File: src/rtl/mips_run_ctrl_pkg.sv
// Shared state encoding and constants for the MIPS run controller.
package mips_run_pkg;

   localparam int STATE_W = 2;

   localparam logic [STATE_W-1:0] ST_RST  = 2'd0;
   localparam logic [STATE_W-1:0] ST_RUN  = 2'd1;
   localparam logic [STATE_W-1:0] ST_DONE = 2'd2;

   typedef enum logic [STATE_W-1:0] {
      S_RST  = ST_RST,
      S_RUN  = ST_RUN,
      S_DONE = ST_DONE
   } run_state_t;

   localparam logic [31:0] HALT_PC_DEFAULT = 32'h0000_3ffc;

endpackage

File: src/rtl/mips_run_ctrl_if.sv
// Control/status bundle between the run controller and the core harness.
interface mips_run_ctrl_if #(
   parameter int PC_W  = 32,
   parameter int CNT_W = 32
);
   logic             start;
   logic             pc_valid;
   logic [PC_W-1:0]  pc;
   logic             cpu_reset;
   logic             running;
   logic             done;
   logic             timed_out;
   logic [CNT_W-1:0] cycle_count;
   logic [CNT_W-1:0] instr_count;

   modport master (
      output start, pc_valid, pc,
      input  cpu_reset, running, done, timed_out, cycle_count, instr_count
   );

   modport slave (
      input  start, pc_valid, pc,
      output cpu_reset, running, done, timed_out, cycle_count, instr_count
   );
endinterface

File: src/rtl/mips_run_ctrl_loop_det.sv
// Repeated-PC detector: hit pulses on the retirement that completes IDLE_LIMIT back-to-back repeats.
module mips_loop_det #(
   parameter int IDLE_LIMIT = 8,
   parameter int PC_W       = 32
) (
   input  logic            clk,
   input  logic            reset,
   input  logic            clr,
   input  logic            en,
   input  logic            pc_valid,
   input  logic [PC_W-1:0] pc,
   output logic            hit
);
   localparam int SC_W = $clog2(IDLE_LIMIT + 1);
   localparam logic [SC_W-1:0] SC_LAST = SC_W'(IDLE_LIMIT - 1);

   logic [PC_W-1:0] last_pc_q;
   logic            valid_q;
   logic [SC_W-1:0] same_cnt_q;
   logic            repeat_pc;

   assign repeat_pc = valid_q && (pc == last_pc_q);
   assign hit       = en && pc_valid && repeat_pc && (same_cnt_q == SC_LAST);

   always_ff @(posedge clk or posedge reset) begin
      if (reset) begin
         last_pc_q  <= '0;
         valid_q    <= 1'b0;
         same_cnt_q <= '0;
      end else if (clr) begin
         last_pc_q  <= '0;
         valid_q    <= 1'b0;
         same_cnt_q <= '0;
      end else if (en && pc_valid) begin
         if (repeat_pc) begin
            same_cnt_q <= same_cnt_q + 1'b1;
         end else begin
            last_pc_q  <= pc;
            valid_q    <= 1'b1;
            same_cnt_q <= '0;
         end
      end
   end
endmodule

File: src/rtl/mips_run_ctrl.sv
// Reset sequencer and run supervisor for the pipelined MIPS core.
// Define MIPS_RUN_CTRL_PC_HALT_EN to also finish on a retirement at HALT_PC.
//
// state | meaning
// RST   | core held in reset while rst_cnt counts RESET_CYCLES edges
// RUN   | core executing; cycle/instruction counters and loop detect live
// DONE  | halted (self-loop/halt PC) or timed out; counters frozen until start
module mips_run_ctrl
   import mips_run_pkg::*;
#(
   parameter int RESET_CYCLES   = 4,
   parameter int TIMEOUT_CYCLES = 100000,
   parameter int IDLE_LIMIT     = 8,
   parameter int CNT_W          = 32,
   parameter int PC_W           = 32
`ifdef MIPS_RUN_CTRL_PC_HALT_EN
   ,
   parameter logic [PC_W-1:0] HALT_PC = PC_W'(HALT_PC_DEFAULT)
`endif
) (
   input logic            clk,
   input logic            reset,
   mips_run_ctrl_if.slave bus
);
   localparam int RC_W = $clog2(RESET_CYCLES) + 1;
   localparam logic [RC_W-1:0]  RST_LAST = RC_W'(RESET_CYCLES - 1);
   localparam logic [CNT_W-1:0] TMO_LAST = CNT_W'(TIMEOUT_CYCLES - 1);

   run_state_t       state_q, state_d;
   logic [RC_W-1:0]  rst_cnt_q, rst_cnt_d;
   logic [CNT_W-1:0] cyc_q, cyc_d;
   logic [CNT_W-1:0] ins_q, ins_d;
   logic             timed_q, timed_d;
   logic             cpu_reset_q, running_q, done_q;
   logic             restart, in_run, loop_hit, halt_hit;

   assign in_run = (state_q == S_RUN);

   mips_loop_det #(
      .IDLE_LIMIT (IDLE_LIMIT),
      .PC_W       (PC_W)
   ) u_loop_det (
      .clk      (clk),
      .reset    (reset),
      .clr      (restart),
      .en       (in_run),
      .pc_valid (bus.pc_valid),
      .pc       (bus.pc),
      .hit      (loop_hit)
   );

`ifdef MIPS_RUN_CTRL_PC_HALT_EN
   assign halt_hit = in_run && bus.pc_valid && (bus.pc == HALT_PC);
`else
   assign halt_hit = 1'b0;
`endif

   always_comb begin
      state_d   = state_q;
      rst_cnt_d = rst_cnt_q;
      cyc_d     = cyc_q;
      ins_d     = ins_q;
      timed_d   = timed_q;
      restart   = 1'b0;
      case (state_q)
         S_RST: begin
            rst_cnt_d = rst_cnt_q + 1'b1;
            if (rst_cnt_q == RST_LAST) begin
               state_d   = S_RUN;
               rst_cnt_d = '0;
            end
         end
         S_RUN: begin
            if (cyc_q != '1) cyc_d = cyc_q + 1'b1;
            if (bus.pc_valid && (ins_q != '1)) ins_d = ins_q + 1'b1;
            // a genuine halt outranks a timeout landing on the same edge
            if (halt_hit || loop_hit) begin
               state_d = S_DONE;
               timed_d = 1'b0;
            end else if (cyc_q == TMO_LAST) begin
               state_d = S_DONE;
               timed_d = 1'b1;
            end
         end
         S_DONE: begin
            if (bus.start) begin
               state_d   = S_RST;
               rst_cnt_d = '0;
               cyc_d     = '0;
               ins_d     = '0;
               timed_d   = 1'b0;
               restart   = 1'b1;
            end
         end
         default: state_d = S_RST;
      endcase
   end

   always_ff @(posedge clk or posedge reset) begin
      if (reset) begin
         state_q     <= S_RST;
         rst_cnt_q   <= '0;
         cyc_q       <= '0;
         ins_q       <= '0;
         timed_q     <= 1'b0;
         cpu_reset_q <= 1'b1;
         running_q   <= 1'b0;
         done_q      <= 1'b0;
      end else begin
         state_q     <= state_d;
         rst_cnt_q   <= rst_cnt_d;
         cyc_q       <= cyc_d;
         ins_q       <= ins_d;
         timed_q     <= timed_d;
         cpu_reset_q <= (state_d == S_RST);
         running_q   <= (state_d == S_RUN);
         done_q      <= (state_d == S_DONE);
      end
   end

   assign bus.cpu_reset   = cpu_reset_q;
   assign bus.running     = running_q;
   assign bus.done        = done_q;
   assign bus.timed_out   = timed_q;
   assign bus.cycle_count = cyc_q;
   assign bus.instr_count = ins_q;
endmodule
File: src/flat_wrapper.sv
// flat-port wrapper written by rule: the top's interface ports become plain ports
module mips_run_ctrl_flat import mips_run_pkg::*;
#(
   parameter int RESET_CYCLES   = 4,
   parameter int TIMEOUT_CYCLES = 100000,
   parameter int IDLE_LIMIT     = 8,
   parameter int CNT_W          = 32,
   parameter int PC_W           = 32

)
  (clk, reset, bus_start, bus_pc_valid, bus_pc, bus_cpu_reset, bus_running, bus_done, bus_timed_out, bus_cycle_count, bus_instr_count);
  mips_run_ctrl_if #(.PC_W(PC_W), .CNT_W(CNT_W)) bus_i ();
  input logic clk;
  input logic reset;
  input wire logic [$bits(bus_i.start)-1:0] bus_start;
  input wire logic [$bits(bus_i.pc_valid)-1:0] bus_pc_valid;
  input wire logic [$bits(bus_i.pc)-1:0] bus_pc;
  output wire logic [$bits(bus_i.cpu_reset)-1:0] bus_cpu_reset;
  output wire logic [$bits(bus_i.running)-1:0] bus_running;
  output wire logic [$bits(bus_i.done)-1:0] bus_done;
  output wire logic [$bits(bus_i.timed_out)-1:0] bus_timed_out;
  output wire logic [$bits(bus_i.cycle_count)-1:0] bus_cycle_count;
  output wire logic [$bits(bus_i.instr_count)-1:0] bus_instr_count;
  assign bus_i.start = bus_start;
  assign bus_i.pc_valid = bus_pc_valid;
  assign bus_i.pc = bus_pc;
  assign bus_cpu_reset = bus_i.cpu_reset;
  assign bus_running = bus_i.running;
  assign bus_done = bus_i.done;
  assign bus_timed_out = bus_i.timed_out;
  assign bus_cycle_count = bus_i.cycle_count;
  assign bus_instr_count = bus_i.instr_count;
  mips_run_ctrl #(.RESET_CYCLES(RESET_CYCLES), .TIMEOUT_CYCLES(TIMEOUT_CYCLES), .IDLE_LIMIT(IDLE_LIMIT), .CNT_W(CNT_W), .PC_W(PC_W)) u_core (.clk(clk), .reset(reset), .bus(bus_i));
endmodule
File: config.mk
export PLATFORM = sky130hd
export DESIGN_NAME = mips_run_ctrl_flat
export DESIGN_NICKNAME = d
export VERILOG_FILES = /design/src/rtl/mips_run_ctrl_pkg.sv /design/src/rtl/mips_run_ctrl_if.sv /design/src/rtl/mips_run_ctrl_loop_det.sv /design/src/rtl/mips_run_ctrl.sv /design/src/flat_wrapper.sv
export SDC_FILE = /design/constraint.sdc
export NUM_CORES = 1
export LEC_CHECK = 0
export BUFFER_PORTS_ARGS = -buffer_cell sky130_fd_sc_hd__buf_2
export CAP_MARGIN = 40
export CORE_UTILIZATION = 30
export CTS_CLUSTER_SIZE = 12
export DETAILED_ROUTE_END_ITERATION = 10
export GPL_ROUTABILITY_DRIVEN = 0
export SKIP_LAST_GASP = 1
export SLEW_MARGIN = 5
export SYNTH_ARGS = -nofsm -noshare
export SYNTH_HDL_FRONTEND = slang
export SYNTH_SLANG_ARGS = --single-unit
File: constraint.sdc
create_clock -name clk -period 3.75 [get_ports clk]
set_input_delay 0.375 -clock clk [delete_from_list [all_inputs] [get_ports clk]]
set_output_delay 0.375 -clock clk [all_outputs]
set_load 0.01 [all_outputs]
==> results.md, run 1 <==
- Result of the run: complete, no violations
- Input/output buffers: 103
- Pin count of the biggest net entering global routing: 43
- Max-cap violation count: 0
- Remaining max-slew budget at the tightest pin: 0.424
- Area of the mapped netlist: just under 0.006 mm²
- Mapped Nets: between 600 and 700
- Count of yosys warnings during synthesis: 0
- Chip width: about 140 µm
- Area added between synthesis and finish: 18.4%
- P_leak: between 2 and 3 nW
- Worst endpoint data arrival time: 2830 ps
- Final Setup Violations: 0
- Peak VDD IR: 0.249 mV
- Cell with the largest stage delay on the worst path: a21oi_1
- Met1 Routed Length: 7140 µm
- Critical path buffer and inverter count: 0
- H-Tree Level Count: 3
- Row cnt: 50
- Antenna viol nets, final: 0
- Register-to-Register Path Depth: 6
- Worst hold slack after final layout: roughly 29 ps
- Stage delay of the slowest cell on the critical path: 680 ps
- Initial cell density of the core: 0.308
- Place WS: around 1200 ps
- Avg WL per Cell: ~15 µm
- Total vias in the final route: ~4800
- Sequential element share of the synthesized area: 0.475
- Final hold violation count: 0
- Number of distinct standard cells referenced by the synthesized netlist: 53
- Number of antenna violations at the first check in global routing: 0
- Clk pin slew, worst setup/hold paths: 70 ps
- Largest clock skew in the final design: ~9.4 ps
- Post-Place Cells: roughly 940
- Launching element type of the critical path: flop
- Final critical-path share of the clock period: 0.696
- Post-cts resize count: 0
- Data required time of the critical path: about 4000 ps
- Compound-cell area share of the yosys netlist: 0.100
- Final cell area excluding filler cells: between 0.006 and 0.007 mm²
- Num CTS Buffers: 9
- Wire length on met3: ~810 µm
- Number of instances in the synthesized netlist: approximately 600
- Actual transition at the worst max-transition pin: ~860 ps
- 1st-pass router iterations: 4
- FILL cells: approximately 1900
- Hpwl dp: 10200 µm
- Number of antenna repair diodes: 0
- Top layer used by detailed routing: met4
- Share of layout cells above drive strength 1: 0.205
- Buffer type at the clock tree root: clkbuf_16
- Routed wire length: about 15000 µm
- Synth Area in XOR/XNOR: 0.118
- Combinational family with the most area after synthesis: simple AND/OR/NAND/NOR gates
- Kind of path behind the tightest hold check: input port to asynchronous set/reset pin
- Clock tree from TritonCTS: done
- Core Area: 0.0188 mm²
- Via density per instance: roughly 5.1
- Total power draw: 4.05 mW
- GRT overflow: 0
- Area share of and/or/nand/nor cells after synthesis: 0.261
- Top Ports: roughly 100
- Number of design-rule violations left by the first detailed-router iteration: between 200 and 300
- Post-Place Cell Area: roughly 0.0066 mm²
- Series of cell instances along the critical path: and3b_1 -> nand3_1 -> a21oi_1 -> nand4_1 -> xor2_1 -> nor2_1
- DR WL met2: 6520 µm
- Setup repair after global routing missed its margin: false
- Count of pins over their slew limit: 0
- Largest buffer count on any clock path: 2
- Total power per unit cell area: just under 600 mW/mm²
- Post-CTS Hold Buffers: 0
- Number of standard cells in the final layout excluding fillers: 951
- Multi-input logic area: approximately 0.0029 mm²
- Setup repair bufs after CTS: 0
- Synth Area in Adders: 0.00864
- Clock latency on the worst-skew pair: approximately 350 ps
- Final net count: 726
- Logic depth of the worst setup path including buffers: 6
- CP top delay family: simple AND/OR/NAND/NOR gates
- Total Routing Usage GR: 0.153
- Final period demand of the worst path: between 2000 and 3000 ps
- Kind of end point of the critical path: flop
- Vias in the first global route: between 4000 and 5000
- Die span in y: 141 µm
- Die area: about 0.020 mm²
- Synthesized flop and latch total: 110
- Wire length of the first global-routing pass: between 20000 and 25000 µm
- Highest fanout seen on the critical path: 16
- Portion of netlist area occupied by mux cells: 0.00691
- Storage cell area: around 0.0028 mm²
- DRC viols: 0
- Top achievable clock speed: roughly 0.38 GHz
- Setup TNS Final: 0 ps
- Fin worst setup slack: between 1000 and 1500 ps
- Total clock sinks: 110
- Core Util, Final: 0.364
- Crit Path Category: flop to flop
- Average cell area after synthesis: 9.69 µm²
placed cells by master, fill, tap and decap left out, types with 3 or more instances in the layout:
cell type  instances
xor2_1            35
nand3_1           36
dfrtp_1          109
or3_1              8
ha_1               4
nand2_1           39
inv_1              9
nor3_1            15
o21ai_0           15
nor2_1            71
buf_4              3
mux2i_1            4
a21oi_1           13
xnor2_1           43
nor4_1            18
buf_2            103
and2_1             4
and4_1             9
a22o_1            33
nand2b_1           7
nand4_1           39
nor2b_1            3
and3_1            14
clkbuf_16          9
cell usage after synthesis, drive strengths merged:
cell / number / share of area
xnor2: 43 / 0.065
ha: 4 / 0.0086
inv: 10 / 0.0065
o21ai: 17 / 0.015
mux2i: 4 / 0.0069
a41oi: 1 / 0.0028
or4: 2 / 0.0026
o221ai: 1 / 0.0015
nor2b: 3 / 0.0032
nor3b: 3 / 0.0048
nor2: 71 / 0.046
nand2b: 7 / 0.0076
nand4b: 1 / 0.0015
dfstp: 1 / 0.0045
o21a: 1 / 0.0013
a21o: 2 / 0.0026
buf: 11 / 0.011
xor2: 35 / 0.053
or3b: 1 / 0.0015
a31o: 2 / 0.0030
nand4: 41 / 0.048
a211o: 1 / 0.0015
nor3: 16 / 0.015
o41ai: 1 / 0.0015
clkbuf: 20 / 0.013
o32ai: 2 / 0.0030
a32o: 1 / 0.0017
dfrtp: 109 / 0.47
and3b: 2 / 0.0030
and2: 5 / 0.0058
and3: 14 / 0.015
a21oi: 14 / 0.012
o21bai: 1 / 0.0013
nand3: 37 / 0.033
a22o: 33 / 0.050
and4: 9 / 0.014
nor4: 19 / 0.022
o2111ai: 1 / 0.0015
nand2: 39 / 0.025
or2: 2 / 0.0022
or3: 10 / 0.012
a311oi: 1 / 0.0015
power by group:
part / switching [mW] / internal (mW) / total [mW]
Combinational: 0.696 / 0.556 / 1.25
Sequential: 0.417 / 1.47 / 1.88
Clock: 0.445 / 0.473 / 0.918
metal layers:
metal	track usage	up-vias
met2	0.235	123
met5	0	-
li1	-	2322
met4	0.0395	0
met1	0.212	2343
met3	0.0404	16
sequential cells by signal, summed over array words and instances (netlist names), 2 cells and up:
signal,cells
u_core.bus.cycle_count,32
u_core.bus.instr_count,32
u_core.u_loop_det.last_pc_q,32
u_core.u_loop_det.same_cnt_q,4
u_core.rst_cnt_q,3
u_core.state_q,2
cell families after synthesis:
group / Yosys count
buffers and inverters: 41
multiplexers: 4
XOR/XNOR: 78
flip-flops: 110
AO/OA/AOI/OAI: 79
AND/OR/NAND/NOR: 282
adder cells (fa/ha/maj): 4
final timing paths:
| check | startpoint | to | slack, ps |
|---|---|---|---|
| max in group asynchronous | reset | u_core.bus.cpu_reset | 3110 |
| min | reset | u_core.bus.timed_out | 30 |
| max reg2reg | u_core.state_q[0] | u_core.bus.instr_count[18] | 1140 |
| min reg2reg | u_core.rst_cnt_q[2] | u_core.rst_cnt_q[2] | 480 |
| max | u_core.state_q[0] | u_core.bus.instr_count[18] | 1140 |
| min in group clk | bus_pc[4] | u_core.u_loop_det.last_pc_q[4] | 260 |
layout make-up:
type	count	area share
Tap cell	260	0.0474
Clock inverter	6	0.00639
Timing Repair Buffer	108	0.0854
Clock buffer	10	0.0348
Sequential cell	110	0.402
Inverter	10	0.00584
Multi-Input combinational cell	447	0.419
Power figures use the tool's default switching activity.
==> run 2, diff against run 1 <==
==> constraint.sdc (replaced) <==
create_clock -name clk -period 2.4 [get_ports clk]
set_input_delay 0.24 -clock clk [delete_from_list [all_inputs] [get_ports clk]]
set_output_delay 0.24 -clock clk [all_outputs]
set_load 0.01 [all_outputs]
==> results.md, run 2 (same netlist as run 1, synthesis figures left out) <==
- Antenna viol nets, final: 0
- GRT overflow: 0
- Final Setup Violations: 0
- Most frequent standard cell in the layout excluding fill and tap cells: dfrtp_1
- Wire length on met3: 841 µm
- Hold EP: u_core.u_loop_det.last_pc_q[19]
- FILL cells: roughly 1900
- Vias in the first global route: approximately 4700
- Largest clock skew in the final design: 9.44 ps
- Launch point of the worst hold path: bus_pc[19]
- Final cell area excluding filler cells: between 0.007 and 0.008 mm²
- Peak VDD IR: roughly 0.39 mV
- P_leak: between 3 and 4 nW
- Total power draw: between 6 and 7 mW
- Post-Place Cell Area: 0.00681 mm²
- Hpwl dp: about 11000 µm
- Total power per unit cell area: approximately 940 mW/mm²
- Share of layout cells above drive strength 1: 0.237
- Number of standard cells in the final layout excluding fillers: just under 1000
- Final critical-path share of the clock period: 0.926
- Clock latency on the worst-skew pair: ~360 ps
- Setup TNS Final: 0 ps
- Crit Path Category: flop to flop
- Die span in y: around 140 µm
- Input/output buffers: slightly above 100
- Clock group share of total power: 0.242
- Core Area: 0.0188 mm²
- Setup repair after global routing missed its margin: false
- 1st-pass router iterations: 4
- Number of antenna violations at the first check in global routing: 0
- Max-cap violation count: 0
- Multi-input logic area: 0.00288 mm²
- Cell with the largest stage delay on the worst path: or4_1
- Buffer type at the clock tree root: clkbuf_16
- Total vias in the final route: 4883
- Launching element type of the critical path: flop
- Top layer used by detailed routing: met4
- Result of the run: complete, no violations
- Final period demand of the worst path: 2220 ps
- Chip width: ~140 µm
- Total Routing Usage GR: 0.157
- Largest buffer count on any clock path: 2
- R2r endpoint: u_core.bus.running
- Wire length of the first global-routing pass: about 25000 µm
- Combinational group share of total power: 0.335
- Storage cell area: 0.00275 mm²
- Worst endpoint data arrival time: approximately 2500 ps
- Register-to-Register Path Depth: 6
- Net switching share of the total power: 0.370
- DRC viols: 0
- Via density per instance: 4.97
- Post-Place Cells: between 900 and 1000
- Kind of end point of the critical path: flop
- Most frequent cells in the layout: dfrtp_1 (109), buf_2 (103), nor2_1 (71)
- Fin worst setup slack: 177 ps
- DR WL met2: 6970 µm
- Total clock sinks: 110
- Kind of path behind the tightest hold check: input port to flop
- Switching component of the power: 2.49 mW
- Number of design-rule violations left by the first detailed-router iteration: about 290
- Worst hold stages: 2
- Routed wire length: 15000 µm
- Row cnt: 50
- Setup repair bufs after CTS: 0
- Avg WL per Cell: 15.3 µm
- Worst setup slack for register-to-register paths: approximately 180 ps
- Highest fanout seen on the critical path: 7
- Area added between synthesis and finish: 23.2%
- Met1 Routed Length: around 7000 µm
- Die area: 0.0199 mm²
- Count of pins over their slew limit: 0
- Clock tree from TritonCTS: done
- Remaining max-slew budget at the tightest pin: 0.588
- Portion of total power attributed to sequential cells: 0.423
- Initial cell density of the core: 0.308
- Data required time of the critical path: 2640 ps
- Pint: 4.23 mW
- Top Ports: 104
- Number of antenna repair diodes: 0
- Pin count of the biggest net entering global routing: 37
- Num CTS Buffers: 9
- Final net count: ~760
- Place WS: a little over 90 ps
- Series of cell instances along the critical path: or4_1 -> nor4_1 -> nand4_1 -> o41ai_2 -> buf_4 -> o32ai_1
- Origin of the critical flop-to-flop path: u_core.bus.cycle_count[13]
- Clk pin slew, worst setup/hold paths: around 70 ps
- H-Tree Level Count: 3
- Stage delay of the slowest cell on the critical path: 540 ps
- Final hold violation count: 0
- Top achievable clock speed: roughly 0.45 GHz
- Actual transition at the worst max-transition pin: 617 ps
## run 2: changes by cell type in the layout (fill, tap and decap cells not counted), sizes merged
cell / delta
inv: -2
clkinv: -1
clkbuf: +1
buf: +30
dlygate4sd3: +1
bufinv: +2
## run 2: power by group through the flow
stage	Sequential, mW	Combinational [mW]	Clock (mW)
finish	2.84	2.25	1.62
global route	2.91	2.53	1.73
CTS	2.83	2.27	1.68
detailed placement	2.86	2.26	0
global placement	2.85	2.23	0
floorplan	2.86	1.34	0
## run 2: area by class of cell
cell class,instances,share of cell area
Multi-Input combinational cell,447,0.403
Sequential cell,110,0.386
Timing Repair Buffer,139,0.116
Tap cell,260,0.0456
Clock buffer,11,0.0326
Clock inverter,5,0.0116
Inverter,10,0.00578
## run 2: worst max path at each step
stage / start / end / slack [ps]
after floorplan: u_core.bus.cycle_count[0] / u_core.bus.cycle_count[21] / 270
after detailed placement: u_core.bus.cycle_count[13] / u_core.bus.running / 90
final: u_core.bus.cycle_count[13] / u_core.bus.running / 180
after global routing: u_core.bus.cycle_count[18] / u_core.bus.cycle_count[11] / 30
after global placement: u_core.bus.cycle_count[13] / u_core.bus.running / 120
after CTS: u_core.bus.cycle_count[13] / u_core.bus.running / 100
## run 2: timing repair
item,CTS,global route
setup endpoints to repair,0,2
endpoints found under the hold margin,22,0
hold buffers,1,0
gates resized for setup,0,1
## run 2: metal layers
layer  vias up  track usage
li1       2393            -
met1      2351        0.210
met2       124        0.249
met3        15       0.0387
met4         0       0.0492
met5         -            0
## run 2: worst max-delay path: cells and delay by family, from the launching register on
kind / cells / cell delay [ps]
compound gates: 2 / 380
simple gates: 3 / 1050
buf+inv: 1 / 180
flops: 1 / 480
## run 2: stage by stage
stage               utilization  hold slack, ps
floorplan                     -             373
global placement          0.361             354
detailed placement        0.361             367
CTS                       0.379            97.1
global route              0.379             113
finish                    0.379             115
==> run 3, diff against run 2 <==
--- a/config.mk
+++ b/config.mk
@@ -8,6 +8,7 @@
 export BUFFER_PORTS_ARGS = -buffer_cell sky130_fd_sc_hd__buf_2
 export CAP_MARGIN = 40
 export CORE_UTILIZATION = 30
+export CTS_BUF_LIST = sky130_fd_sc_hd__clkbuf_2 sky130_fd_sc_hd__clkbuf_4 sky130_fd_sc_hd__clkbuf_8
 export CTS_CLUSTER_SIZE = 12
 export DETAILED_ROUTE_END_ITERATION = 10
 export GPL_ROUTABILITY_DRIVEN = 0
==> constraint.sdc (replaced) <==
create_clock -name clk -period 2.8 [get_ports clk]
set_input_delay 0.28 -clock clk [delete_from_list [all_inputs] [get_ports clk]]
set_output_delay 0.28 -clock clk [all_outputs]
set_load 0.01 [all_outputs]
==> results.md, run 3 (same netlist as run 1, synthesis figures left out) <==
- Input/output buffers: between 100 and 150
- Most frequent standard cell in the layout excluding fill and tap cells: dfrtp_1
- Row cnt: 50
- Number of antenna repair diodes: 0
- Pin count of the biggest net entering global routing: ~110
- Routed wire length: between 10000 and 15000 µm
- Kind of path behind the tightest hold check: input port to asynchronous set/reset pin
- Number of standard cells in the final layout excluding fillers: approximately 960
- Buffer type at the clock tree root: clkbuf_8
- Crit Path Category: flop to flop
- Post-Place Cell Area: roughly 0.0066 mm²
- Final cell area excluding filler cells: 0.00684 mm²
- Place WS: between 500 and 600 ps
- Post-CTS Hold Buffers: 0
- GR Layer Usage met2: 0.246
- Setup repair after global routing missed its margin: false
- Total vias in the final route: between 4000 and 5000
- Top achievable clock speed: 0.425 GHz
- Max-cap violation count: 0
- GRT overflow: 0
- Register-to-Register Path Depth: 6
- Actual transition at the worst max-transition pin: 697 ps
- Chip width: between 100 and 150 µm
- Final critical-path share of the clock period: 0.840
- Initial cell density of the core: 0.308
- Post-cts resize count: 0
- Hpwl dp: 10200 µm
- Worst endpoint data arrival time: 2590 ps
- 1st-pass router iterations: 4
- Clk pin slew, worst setup/hold paths: 100 ps
- Number of antenna violations at the first check in global routing: 0
- Clock latency on the worst-skew pair: a little under 400 ps
- Wire length of the first global-routing pass: 24400 µm
- Vias in the first global route: about 4600
- Setup TNS Final: 0 ps
- Final period demand of the worst path: 2350 ps
- Met1 routing resource usage after global routing: 0.211
- Remaining max-slew budget at the tightest pin: 0.529
- Total power per unit cell area: ~770 mW/mm²
- Most frequent cells in the layout: dfrtp_1 (109), buf_2 (103), nor2_1 (71)
- Worst setup slack for register-to-register paths: 450 ps
- Core Area: 0.0188 mm²
- Number of design-rule violations left by the first detailed-router iteration: 237
- Final hold violation count: 0
- Final Setup Violations: 0
- Data required time of the critical path: approximately 3000 ps
- Most used routing layer: met2
- Via density per instance: between 4 and 5
- Num CTS Buffers: 9
- Die span in y: 141 µm
- Fin worst setup slack: between 400 and 500 ps
- DRC viols: 0
- Setup repair bufs after CTS: 0
- Launching element type of the critical path: flop
- Storage cell area: about 0.0028 mm²
- Antenna viol nets, final: 0
- Total Routing Usage GR: 0.155
- Multi-input logic area: 0.00287 mm²
- Final net count: roughly 740
- Largest clock skew in the final design: between 10 and 15 ps
- Result of the run: complete, no violations
- Count of pins over their slew limit: 0
- Top Ports: roughly 100
- Largest buffer count on any clock path: 2
- H-Tree Level Count: 3
- P_leak: 3.00 nW
- Share of layout cells above drive strength 1: 0.218
- Kind of end point of the critical path: flop
- Total clock sinks: 110
- R2r endpoint: u_core.state_q[0]
- Highest fanout seen on the critical path: 10
- Post-Place Cells: approximately 950
- Clock tree from TritonCTS: done
- Avg WL per Cell: about 15 µm
- FILL cells: between 1500 and 2000
- Origin of the critical flop-to-flop path: u_core.bus.cycle_count[0]
- Die area: 0.0199 mm²
- Peak VDD IR: 0.385 mV
- Area added between synthesis and finish: 18.0%
- Global routing met3 resource utilization: 0.0387
## run 3: power breakdown
part / total (mW) / internal (mW) / switching (mW)
clock network: 1.00 / 0.438 / 0.563
logic: 1.76 / 0.793 / 0.965
registers: 2.49 / 1.96 / 0.525
total: 5.24 / 3.19 / 2.05
## run 3: through the flow
stage	utilization	hold WS (ps)	power (mW)
final	0.363	21.6	5.24
after global routing	0.363	55.9	5.67
after global placement	0.353	476	4.26
after detailed placement	0.353	473	4.29
after CTS	0.363	71.4	5.33
after floorplan	-	413	3.60
## run 3: worst max path at each step
stage / startpoint / to / slack (ps) / depth (start not counted)
6_report: u_core.bus.cycle_count[0] / u_core.state_q[0] / 450 / 6
5_1_grt: u_core.bus.instr_count[3] / u_core.bus.instr_count[27] / 290 / 6
4_1_cts: u_core.bus.cycle_count[0] / u_core.bus.cycle_count[22] / 480 / 7
3_5_place_dp: u_core.bus.cycle_count[0] / u_core.bus.cycle_count[22] / 500 / 7
3_3_place_gp: u_core.bus.cycle_count[0] / u_core.bus.cycle_count[22] / 520 / 7
2_1_floorplan: u_core.bus.cycle_count[0] / u_core.bus.cycle_count[21] / 670 / 9
## run 3: final cells by class
| cell class | count | area share |
|---|---|---|
| Inverter | 10 | 0.00604 |
| Clock inverter | 5 | 0.00878 |
| Clock buffer | 11 | 0.0203 |
| Multi-Input combinational cell | 447 | 0.420 |
| Timing Repair Buffer | 119 | 0.0948 |
| Tap cell | 260 | 0.0476 |
| Sequential cell | 110 | 0.403 |
## run 3: layer usage
| layer | vias up | routed length (µm) |
|---|---|---|
| met2 | 118 | 6690 |
| met3 | 8 | 862 |
| met1 | 2334 | 6990 |
| li1 | 2342 | - |
| met5 | - | 0 |
| met4 | 0 | 108 |
## run 3: worst max-delay path: stages, from the launching register on
cell and delay, ps:
dfrtp_1 480, ha_1 240, and4_1 430, and3_1 210
nand4_1 100, o41ai_1 600, o32ai_1 150
